### config.mk
export PLATFORM = sky130hd
export DESIGN_NAME = usb_rx_packet_buffer
export DESIGN_NICKNAME = d
export VERILOG_FILES = /design/src/rtl/usb_rx_packet_buffer.sv
export SDC_FILE = /design/constraint.sdc
export NUM_CORES = 1
export LEC_CHECK = 0
export ABC_AREA = 1
export CAP_MARGIN = 15
export CELL_PAD_IN_SITES_DETAIL_PLACEMENT = 0
export CELL_PAD_IN_SITES_GLOBAL_PLACEMENT = 2
export CORE_ASPECT_RATIO = 1.75
export CORE_MARGIN = 2
export CORE_UTILIZATION = 39
export CTS_CLUSTER_DIAMETER = 150
export DETAILED_ROUTE_END_ITERATION = 8
export GPL_ROUTABILITY_DRIVEN = 0
export PLACE_DENSITY = 0.82
export SETUP_SLACK_MARGIN = 0.02
export SLEW_MARGIN = 20
export SYNTH_ARGS = -nofsm -noshare
export SYNTH_HDL_FRONTEND = slang
export SYNTH_SLANG_ARGS = --single-unit
### constraint.sdc
create_clock -name clk -period 3.3 [get_ports clk]
set_input_delay 0.99 -clock clk [delete_from_list [all_inputs] [get_ports clk]]
set_output_delay 0.99 -clock clk [all_outputs]
set_load 0.1 [all_outputs]
### src/rtl/usb_rx_packet_buffer.sv
// usb_rx_packet_buffer
// Packet buffer behind the USB receiver. Captures DATA payload after an OUT
// token and commits it on a clean EOP. Bad, short or overflowing packets are
// rolled back. Committed packets are presented on a show-ahead read port,
// with a last-byte marker on the final byte of each packet.
// Optional feature macro: USB_RXBUF_CRC_TRIM_EN. When defined, the two
// trailing CRC16 bytes are written but left out of the commit.
module usb_rx_packet_buffer #(
    parameter int DEPTH  = 64,
    parameter int ADDR_W = $clog2(DEPTH)
) (
    input  logic            clk,
    input  logic            n_rst,
    input  logic            byte_ready,
    input  logic [7:0]      data_byte,
    input  logic            out_token,
    input  logic            eop_found,
    input  logic            crc_err,
    input  logic            rd_en,
    output logic [7:0]      rd_data,
    output logic            rd_last,
    output logic            pkt_avail,
    output logic [ADDR_W:0] pkt_count,
    output logic            overflow,
    output logic            pkt_dropped
);

    localparam logic [ADDR_W:0]   PTR_ONE = (ADDR_W+1)'(1);
    localparam logic [ADDR_W-1:0] IDX_ONE = ADDR_W'(1);
    localparam logic [ADDR_W:0]   DEPTH_P = (ADDR_W+1)'(DEPTH);
`ifdef USB_RXBUF_CRC_TRIM_EN
    localparam logic [ADDR_W:0]   TRIM    = (ADDR_W+1)'(2);
`else
    localparam logic [ADDR_W:0]   TRIM    = '0;
`endif

    // PID is part of the state set but never entered: the PID byte is
    // consumed by the ARMED -> RECV transition itself.
    typedef enum logic [2:0] {
        ST_IDLE,
        ST_ARMED,
        ST_PID,
        ST_RECV,
        ST_DROP
    } state_t;

    state_t          state;
    logic [ADDR_W:0] wr_ptr;
    logic [ADDR_W:0] commit_ptr;
    logic [ADDR_W:0] rd_ptr;
    logic [ADDR_W:0] spec_len;

    logic [7:0]      mem      [DEPTH];
    logic            last_bit [DEPTH];

    logic [ADDR_W:0]   used;
    logic              full;
    logic              abort_pkt;
    logic              in_recv;
    logic              crc_hit;
    logic              eop_hit;
    logic              wr_byte;
    logic              ovf_hit;
    logic              commit_ok;
    logic              short_hit;
    logic              pop;
    logic              pop_last;
    logic [ADDR_W:0]   commit_next;
    logic [ADDR_W-1:0] last_idx;

    // Read port: only committed bytes are ever visible.
    assign pkt_avail = (rd_ptr != commit_ptr);
    assign rd_data   = pkt_avail ? mem[rd_ptr[ADDR_W-1:0]] : 8'h00;
    assign rd_last   = pkt_avail ? last_bit[rd_ptr[ADDR_W-1:0]] : 1'b0;

    // Decode this cycle's events from pre-edge state, in priority order.
    always_comb begin
        // NOTE: every signal is assigned on every pass, so no latch can be inferred.
        used        = wr_ptr - rd_ptr;
        full        = (used == DEPTH_P);
        abort_pkt   = out_token && (state != ST_IDLE);
        in_recv     = (state == ST_RECV) && !abort_pkt;
        crc_hit     = in_recv && crc_err;
        eop_hit     = in_recv && !crc_err && eop_found;
        wr_byte     = in_recv && !crc_err && !eop_found && byte_ready && !full;
        ovf_hit     = in_recv && !crc_err && !eop_found && byte_ready && full;
        commit_ok   = eop_hit && (spec_len > TRIM);
        short_hit   = eop_hit && !(spec_len > TRIM);
        commit_next = commit_ptr + spec_len - TRIM;
        last_idx    = commit_next[ADDR_W-1:0] - IDX_ONE;
        pop         = rd_en && pkt_avail;
        pop_last    = pop && rd_last;
    end

    // Payload and last-marker storage writes.
    always_ff @(posedge clk) begin
        // NOTE: storage arrays are not reset; pointers define validity and rd_data is masked.
        if (wr_byte) begin
            mem[wr_ptr[ADDR_W-1:0]]      <= data_byte;
            last_bit[wr_ptr[ADDR_W-1:0]] <= 1'b0;
        end
        if (commit_ok) begin
            last_bit[last_idx] <= 1'b1;
        end
    end

    // Packet FSM, pointers, packet counter and status pulses.
    always_ff @(posedge clk) begin
        // NOTE: non-blocking assignments so every register updates from pre-edge values.
        if (!n_rst) begin
            state       <= ST_IDLE;
            wr_ptr      <= '0;
            commit_ptr  <= '0;
            rd_ptr      <= '0;
            spec_len    <= '0;
            pkt_count   <= '0;
            overflow    <= 1'b0;
            pkt_dropped <= 1'b0;
        end else begin
            overflow    <= ovf_hit;
            pkt_dropped <= crc_hit | short_hit;

            if (pop) begin
                rd_ptr <= rd_ptr + PTR_ONE;
            end

            if (commit_ok && !pop_last) begin
                pkt_count <= pkt_count + PTR_ONE;
            end else if (!commit_ok && pop_last) begin
                pkt_count <= pkt_count - PTR_ONE;
            end

            if (abort_pkt) begin
                wr_ptr <= commit_ptr;
                state  <= ST_ARMED;
            end else begin
                case (state)
                    ST_IDLE: begin
                        if (out_token) state <= ST_ARMED;
                    end
                    ST_ARMED: begin
                        if (byte_ready) begin
                            spec_len <= '0;
                            state    <= ST_RECV;
                        end else if (eop_found) begin
                            state <= ST_IDLE;
                        end
                    end
                    ST_RECV: begin
                        if (crc_hit || ovf_hit) begin
                            wr_ptr <= commit_ptr;
                            state  <= ST_DROP;
                        end else if (eop_hit) begin
                            if (commit_ok) begin
                                commit_ptr <= commit_next;
                                wr_ptr     <= commit_next;
                            end else begin
                                wr_ptr <= commit_ptr;
                            end
                            state <= ST_IDLE;
                        end else if (wr_byte) begin
                            wr_ptr   <= wr_ptr + PTR_ONE;
                            spec_len <= spec_len + PTR_ONE;
                        end
                    end
                    ST_DROP: begin
                        if (eop_found) state <= ST_IDLE;
                    end
                    default: state <= ST_IDLE;
                endcase
            end
        end
    end

endmodule

==> summary.md, run 1 <==
| Metric | Value |
|---|---|
| Status | `complete, but fails checks` |
| Failing checks | `negative setup slack` |
| Most frequent cells after synthesis | `edfxtp_1 (576), nor2_1 (463), o21ai_0 (316)` |
| Vias in the first global route | `18995` |
| # rows | `126` |
| Number of hold violations in the final report | `0` |
| Number of library cell types mapped by synthesis | `42` |
| Buffer depth of the longest clock path | `3` |
| Tmin final | `3.74 ns` |
| Area leader, netlist | `edfxtp_1` |
| Area of the multi-input gates | `8060 µm²` |
| Post-synthesis sequential area ratio | `69.0%` |
| CP Capture Type | `output pin` |
| Layout cell share with drive strength beyond 1 | `22.0%` |
| Peak supply drop | `0.440 mV` |
| Critical path arrival | `2.75 ns` |
| Synth warn | `0` |
| Leakage | `11.6 nW` |
| FFs w/ async S/R, synth | `0%` |
| Post-synthesis register bit count | `622` |
| Syn avg cell area | `11.7 µm²` |
| Setup Skew | `0.0339 ns` |
| Die X | `201 µm` |
| Core Region | `67200 µm²` |
| Hold Buf Count CTS | `0` |
| # diodes | `0` |
| Fmax | `0.267 GHz` |
| Hold Crit Class | `reg -> reg` |
| Global route overflow | `0` |
| # port buffers | `33` |
| Antenna violations before repair | `0` |
| Area added between synthesis and finish | `25.7%` |
| CP required | `2.31 ns` |
| DP HPWL | `48700 µm` |
| Fillers | `5969` |
| I/O pin count | `34` |
| Worst setup margin | `-0.443 ns` |
| CTS tree | `done` |
| Final Hold Slack | `0.509 ns` |
| Iter 0 DRT Violations | `1721` |
| H-tree depth | `2` |
| Startpoint types | `flip-flop` |
| Chip Height | `348 µm` |
| CP max FO | `13` |
| Clock transition at path regs | `0.06 ns` |
| Inserted Clock Buffers | `55` |
| Seq. cell area | `18200 µm²` |
| Routed Antenna Nets | `0` |
| P per Cell Area | `550 nW/µm²` |
| Relative slew slack | `32.2%` |
| Skew-Pair Late Insertion Delay | `0.62 ns` |
| Initial core utilization | `39.3%` |
| Unrepaired setup endpoints after global routing | `yes` |
| Yosys top cell area share | `65.5%` |
| Die Area | `69900 µm²` |
| DRC Markers | `0` |
| Post-Syn Instances | `2263` |
| Clk root buf | `clkbuf_16` |
| Drt total wl | `79300 µm` |
| WL per Instance | `23.1 µm` |
| Via density | `5.47` |
| Net count after synthesis | `2303` |
| Final period util | `113%` |
| GRT Overall Usage | `22.3%` |
| Main synth FF type | `edfxtp_1` |
| Via count | `18776` |
| Post-synth EDFFs | `576` |
| CTS sink cnt | `622` |
| TNS Setup | `-3.63 ns` |
| Nets@finish | `2532` |
| Critical path class | `reg -> out` |
| Measured slew at the worst slew-check pin | `1.02 ns` |
| Ranking of synthesized cells by area | `edfxtp_1 (65%), nor2_1 (6.6%), o21ai_0 (6.0%)` |
| Final setup fails | `9` |
| Count leader, synth | `edfxtp_1` |
| Final Max Slew Viols | `0` |
| Post-Syn Area | `26400 µm²` |
| Max_cap viols | `0` |
| Pin count of the biggest net entering global routing | `65` |
| DRT Pass-1 Iters | `7` |
| First-pass GRT wire length | `117000 µm` |
-- metrics by stage --
stage	utilization, %	setup WS, ns	cells	power [mW]	area (µm²)
2_1_floorplan	-	0.0426	2263	10.0	26500
3_3_place_gp	43.7	-0.195	3268	10.9	29300
3_5_place_dp	43.7	-0.148	3268	11.0	29300
4_1_cts	48.5	-0.443	3412	18.2	32600
5_1_grt	49.4	-0.497	3434	18.8	33200
6_report	49.4	-0.443	3434	18.3	33200
-- flip-flops by register name (all words and copies together) (netlist names), named ones only --
signal and count:
commit_ptr 7, last_bit 64, mem 512, overflow 1, pkt_count 7, pkt_dropped 1
rd_ptr 7, spec_len 7, state 3, wr_ptr 7
-- path summary, 6_finish.rpt --
| check | from | endpoint | slack [ns] | depth (start not counted) |
|---|---|---|---|---|
| worst max-delay path | flip-flop | rd_data[1] | -0.44 | 10 |
| worst min-delay path | wr_ptr[6] | wr_ptr[6] | 0.51 | 2 |
| worst max register to register | flip-flop | pkt_count[6] | 0.01 | 22 |
| worst min register to register | wr_ptr[6] | wr_ptr[6] | 0.51 | 2 |
-- worst max-delay path, cell delays in order (launching register included) --
cell      delay (ns)
dfxtp_4         0.47
buf_12          0.20
buf_12          0.12
buf_16          0.13
o21ai_0         0.11
o221ai_2        0.26
nand3_2         0.21
nand3_2         0.13
nand3_2         0.10
a21oi_4         0.21
buf_12          0.20
-- layout by cell type (no fill, tap or decap), types with 7 or more instances in the layout --
master,n
edfxtp_1,576
nor2_1,458
o21ai_0,288
buf_4,193
nand2_1,158
o221ai_1,107
nand3_1,93
inv_1,83
nand3_2,71
clkbuf_16,60
buf_12,48
dfxtp_1,43
a21oi_1,33
o21ai_1,23
ha_1,19
o22ai_1,18
xor2_1,17
buf_16,17
clkinv_1,16
buf_6,16
nand2_2,14
o221ai_2,14
nand3_4,12
a21oi_4,11
nand4_1,9
bufinv_16,9
o21ai_2,8
clkinv_2,8
buf_2,8
inv_2,7
buf_8,7
-- routing by layer --
metal / up-vias / share of wire, % / GRT usage, %
met5: - / 0 / 0
met4: 0 / 4.6 / 9.96
met3: 144 / 4.0 / 2.01
met2: 541 / 55 / 43.3
met1: 9366 / 36 / 24.5
li1: 8725 / - / -
-- report_power, final --
| group | switching, mW | total [mW] | leakage, nW | internal (mW) |
|---|---|---|---|---|
| registers | 0.0390 | 8.64 | 5.50 | 8.60 |
| clock network | 2.99 | 6.78 | 0.909 | 3.79 |
| logic | 1.69 | 2.83 | 5.15 | 1.14 |
-- what timing repair did --
item                                    CTS  global route
endpoints found under the setup margin   11            14
pin swaps                                44            74
gates cloned                             18             5
buffers inserted                         23            18
resized for setup                       136            97
-- logic make-up (layout without fill, tap and decap cells) --
family / count (synthesis) / in the layout / synth area share, %
XOR/XNOR: 20 / 20 / 0.663
buffers and inverters: 229 / 504 / 3.42
AO/OA/AOI/OAI: 515 / 515 / 11.7
flip-flops: 622 / 622 / 69.0
adder cells (fa/ha/maj): 25 / 25 / 1.24
AND/OR/NAND/NOR: 852 / 852 / 14.0
-- layout make-up --
| class | instances | area share [%] |
|---|---|---|
| flip-flops and latches | 622 | 54.9 |
| multi-input cells | 1412 | 24.3 |
| repair buffers | 304 | 10.6 |
| clock buffers | 61 | 4.21 |
| well taps | 896 | 3.38 |
| clock inverters | 42 | 1.44 |
| inverters | 97 | 1.18 |
No activity file was read; power rests on OpenSTA's default activity.
==> run 2: changes to the inputs <==
CORE_MARGIN = unset   (was 2)
==> run 2 against run 1 <==
The flow still finishes with violations (negative setup slack); clock-buffer cell count rose by 6; global-route usage rose by 1.0 points; clock power grew 1%; clock skew fell by 0.0099 ns; worst hold slack lost 0.0024 ns; via count shrank 0.12%; sequential power about the same; non-clock buffer count decreased by 13; maximum frequency shrank 2.1%.
==> summary.md, run 2 (synthesis results as in run 1) <==
| Metric | Value |
|---|---|
| # port buffers | `33 (unchanged)` |
| Layout cell share with drive strength beyond 1 | `21.0% (-0.99 points)` |
| WL per Instance | `23.2 µm (+0.38%)` |
| Fillers | `5932 (-0.62%)` |
| Peak supply drop | `0.357 mV (-19%)` |
| CTS sink cnt | `622 (unchanged)` |
| Worst Hold Depth | `2 (unchanged)` |
| P per Cell Area | `556 nW/µm² (+1.1%)` |
| Hold EP | `pkt_count[6]` |
| Sequential power share | `47.4% (about the same)` |
| Chip Height | `346 µm (-0.57%)` |
| Vias in the first global route | `19304 (+1.6%)` |
| Setup Skew | `0.0240 ns (-0.00987 ns)` |
| Power Internal | `13.5 mW (-0.22%)` |
| Inserted Clock Buffers | `56 (+1.8%)` |
| # rows | `125 (-0.79%)` |
| Core Region | `66600 µm² (-0.79%)` |
| Fmax | `0.262 GHz (-2.1%)` |
| Worst slack at placement | `-0.226 ns (-0.0780 ns)` |
| Startpoint types | `flip-flop` |
| Critical path class | `reg -> out` |
| I/O pin count | `34 (unchanged)` |
| Most common cell after layout, fill and taps aside | `edfxtp_1` |
| Initial core utilization | `39.6% (+0.31 points)` |
| Net switching power figure | `4.71 mW (-0.31%)` |
| CP required | `2.31 ns (about the same)` |
| RR Endpoint | `pkt_count[6]` |
| Status | `complete, but fails checks` |
| DRT Pass-1 Iters | `5 (-2)` |
| Sw Ratio | `25.9% (about the same)` |
| Skew-Pair Late Insertion Delay | `0.64 ns (+0.02 ns)` |
| CP Capture Type | `output pin` |
| Drt total wl | `79200 µm (about the same)` |
| Clock share of power | `37.7% (+0.5 points)` |
| Measured slew at the worst slew-check pin | `0.895 ns (-0.122 ns)` |
| Die X | `199 µm (-1.0%)` |
| Die Area | `68800 µm² (-1.6%)` |
| Final Hold Slack | `0.507 ns (-0.00237 ns)` |
| First-pass GRT wire length | `118000 µm (+0.48%)` |
| Relative slew slack | `40.4% (+8.1 points)` |
| Nets@finish | `2521 (-0.43%)` |
| Hold Crit Class | `reg -> reg` |
| Clk root buf | `clkbuf_16` |
| Flop-to-flop setup slack | `-0.13 ns (-0.14 ns)` |
| GRT Overall Usage | `23.4% (+1.0 points)` |
| Worst setup margin | `-0.522 ns (-0.0791 ns)` |
| Number of hold violations in the final report | `0 (unchanged)` |
| Routed Antenna Nets | `0 (unchanged)` |
| CTS tree | `done` |
| DP HPWL | `51700 µm (+6.1%)` |
| Clock transition at path regs | `0.07 ns (about the same)` |
| Via count | `18754 (-0.12%)` |
| Leakage | `11.3 nW (-1.9%)` |
| Final Max Slew Viols | `0 (unchanged)` |
| Design Power | `18.2 mW (-0.25%)` |
| Pin count of the biggest net entering global routing | `65 (unchanged)` |
| Final setup fails | `13 (+4)` |
| Buffer depth of the longest clock path | `3 (unchanged)` |
| Final period util | `116% (+2.4 points)` |
| # diodes | `0 (unchanged)` |
| R2R cell count | `26 (+18%)` |
| Final core utilization | `49.2% (-0.26 points)` |
| DRC Markers | `0 (unchanged)` |
| Max_cap viols | `0 (unchanged)` |
| Logic gate share of total power | `14.9% (-0.6 points)` |
| TNS Setup | `-4.63 ns (-1.00 ns)` |
| Failing checks | `negative setup slack` |
| Tmin final | `3.82 ns (+0.0791 ns)` |
| Max FFs per register | `512 (unchanged)` |
| Iter 0 DRT Violations | `1406 (-18%)` |
| Most frequent cells in the layout | `edfxtp_1 (576), nor2_1 (463), o21ai_0 (289), buf_4 (196), nand2_1 (160)` |
| H-tree depth | `2 (unchanged)` |
| Antenna violations before repair | `0 (unchanged)` |
| CP max FO | `9 (-4)` |
| Via density | `5.49 (+0.35%)` |
| Area added between synthesis and finish | `24.0%` |
| Critical path arrival | `2.83 ns (+0.08 ns)` |
| Global route overflow | `0 (unchanged)` |
| Hold path startpoint | `pkt_count[6]` |
| Unrepaired setup endpoints after global routing | `yes` |
## run 2: changes by cell type in the layout (fill, tap and decap cells not counted), sizes merged
cell	change
bufbuf	-1
buf	-8
clkbuf	+2
clkinvlp	+3
clkinv	-5
## run 2: metrics by stage
| stage | cell area, µm² | cells |
|---|---|---|
| 2_1_floorplan | 26500 | 2263 |
| 3_3_place_gp | 29500 | 3276 |
| 3_5_place_dp | 29500 | 3276 |
| 4_1_cts | 32600 | 3415 |
| 5_1_grt | 32800 | 3418 |
| 6_report | 32800 | 3418 |
## run 2: area by class of cell
class,count,area (µm²),share of cell area [%]
Tap cell,889,1110,3.40
Timing Repair Buffer,291,3120,9.53
Clock inverter,39,477,1.46
Inverter,97,403,1.23
Multi-Input combinational cell,1412,7970,24.3
Timing Repair inverter,1,8.76,0.0267
Sequential cell,622,18200,55.6
Clock buffer,67,1440,4.40
## run 2: metal layers
metal,GRT usage [%],vias up,wire length [µm]
met5,0,-,0
met4,13.2,0,4700
met3,2.63,178,3170
met2,43.8,537,43400
met1,24.8,9346,27900
li1,-,8693,-
## run 2: what timing repair did
item	in CTS	in global routing
hold buffers	0	0
gates resized for setup	157	35
gates cloned	11	1
setup buffers	22	2
pin swaps	58	6
endpoints found under the setup margin	11	13
## run 2: worst max path at each step
stage | startpoint | to | slack (ns) | cells after the start
4_1_cts | flip-flop | rd_data[2] | -0.49 | 10
2_1_floorplan | crc_err | pkt_count[5] | 0.04 | 14
5_1_grt | flip-flop | rd_data[6] | -0.58 | 11
6_report | flip-flop | rd_data[2] | -0.52 | 10
3_3_place_gp | eop_found | mem[47][0] | -0.15 | 9
3_5_place_dp | eop_found | mem[47][7] | -0.23 | 9
## run 2: power groups by stage
stage | combinational [mW] | sequential, mW | clock (mW)
2_1_floorplan | 1.19 | 8.82 | 0
3_3_place_gp | 2.24 | 8.81 | 0
3_5_place_dp | 2.26 | 8.81 | 0
4_1_cts | 2.65 | 8.64 | 6.97
5_1_grt | 2.88 | 8.64 | 7.25
6_report | 2.72 | 8.64 | 6.86
## run 2: worst max-delay path, cell delays in order, from the launching register on
cell      delay, ns
dfxtp_4        0.45
buf_12         0.20
buf_4          0.15
buf_16         0.12
o21ai_0        0.08
o221ai_1       0.26
nand3_1        0.18
nand3_4        0.14
nand3_4        0.12
a21oi_4        0.27
buf_12         0.21
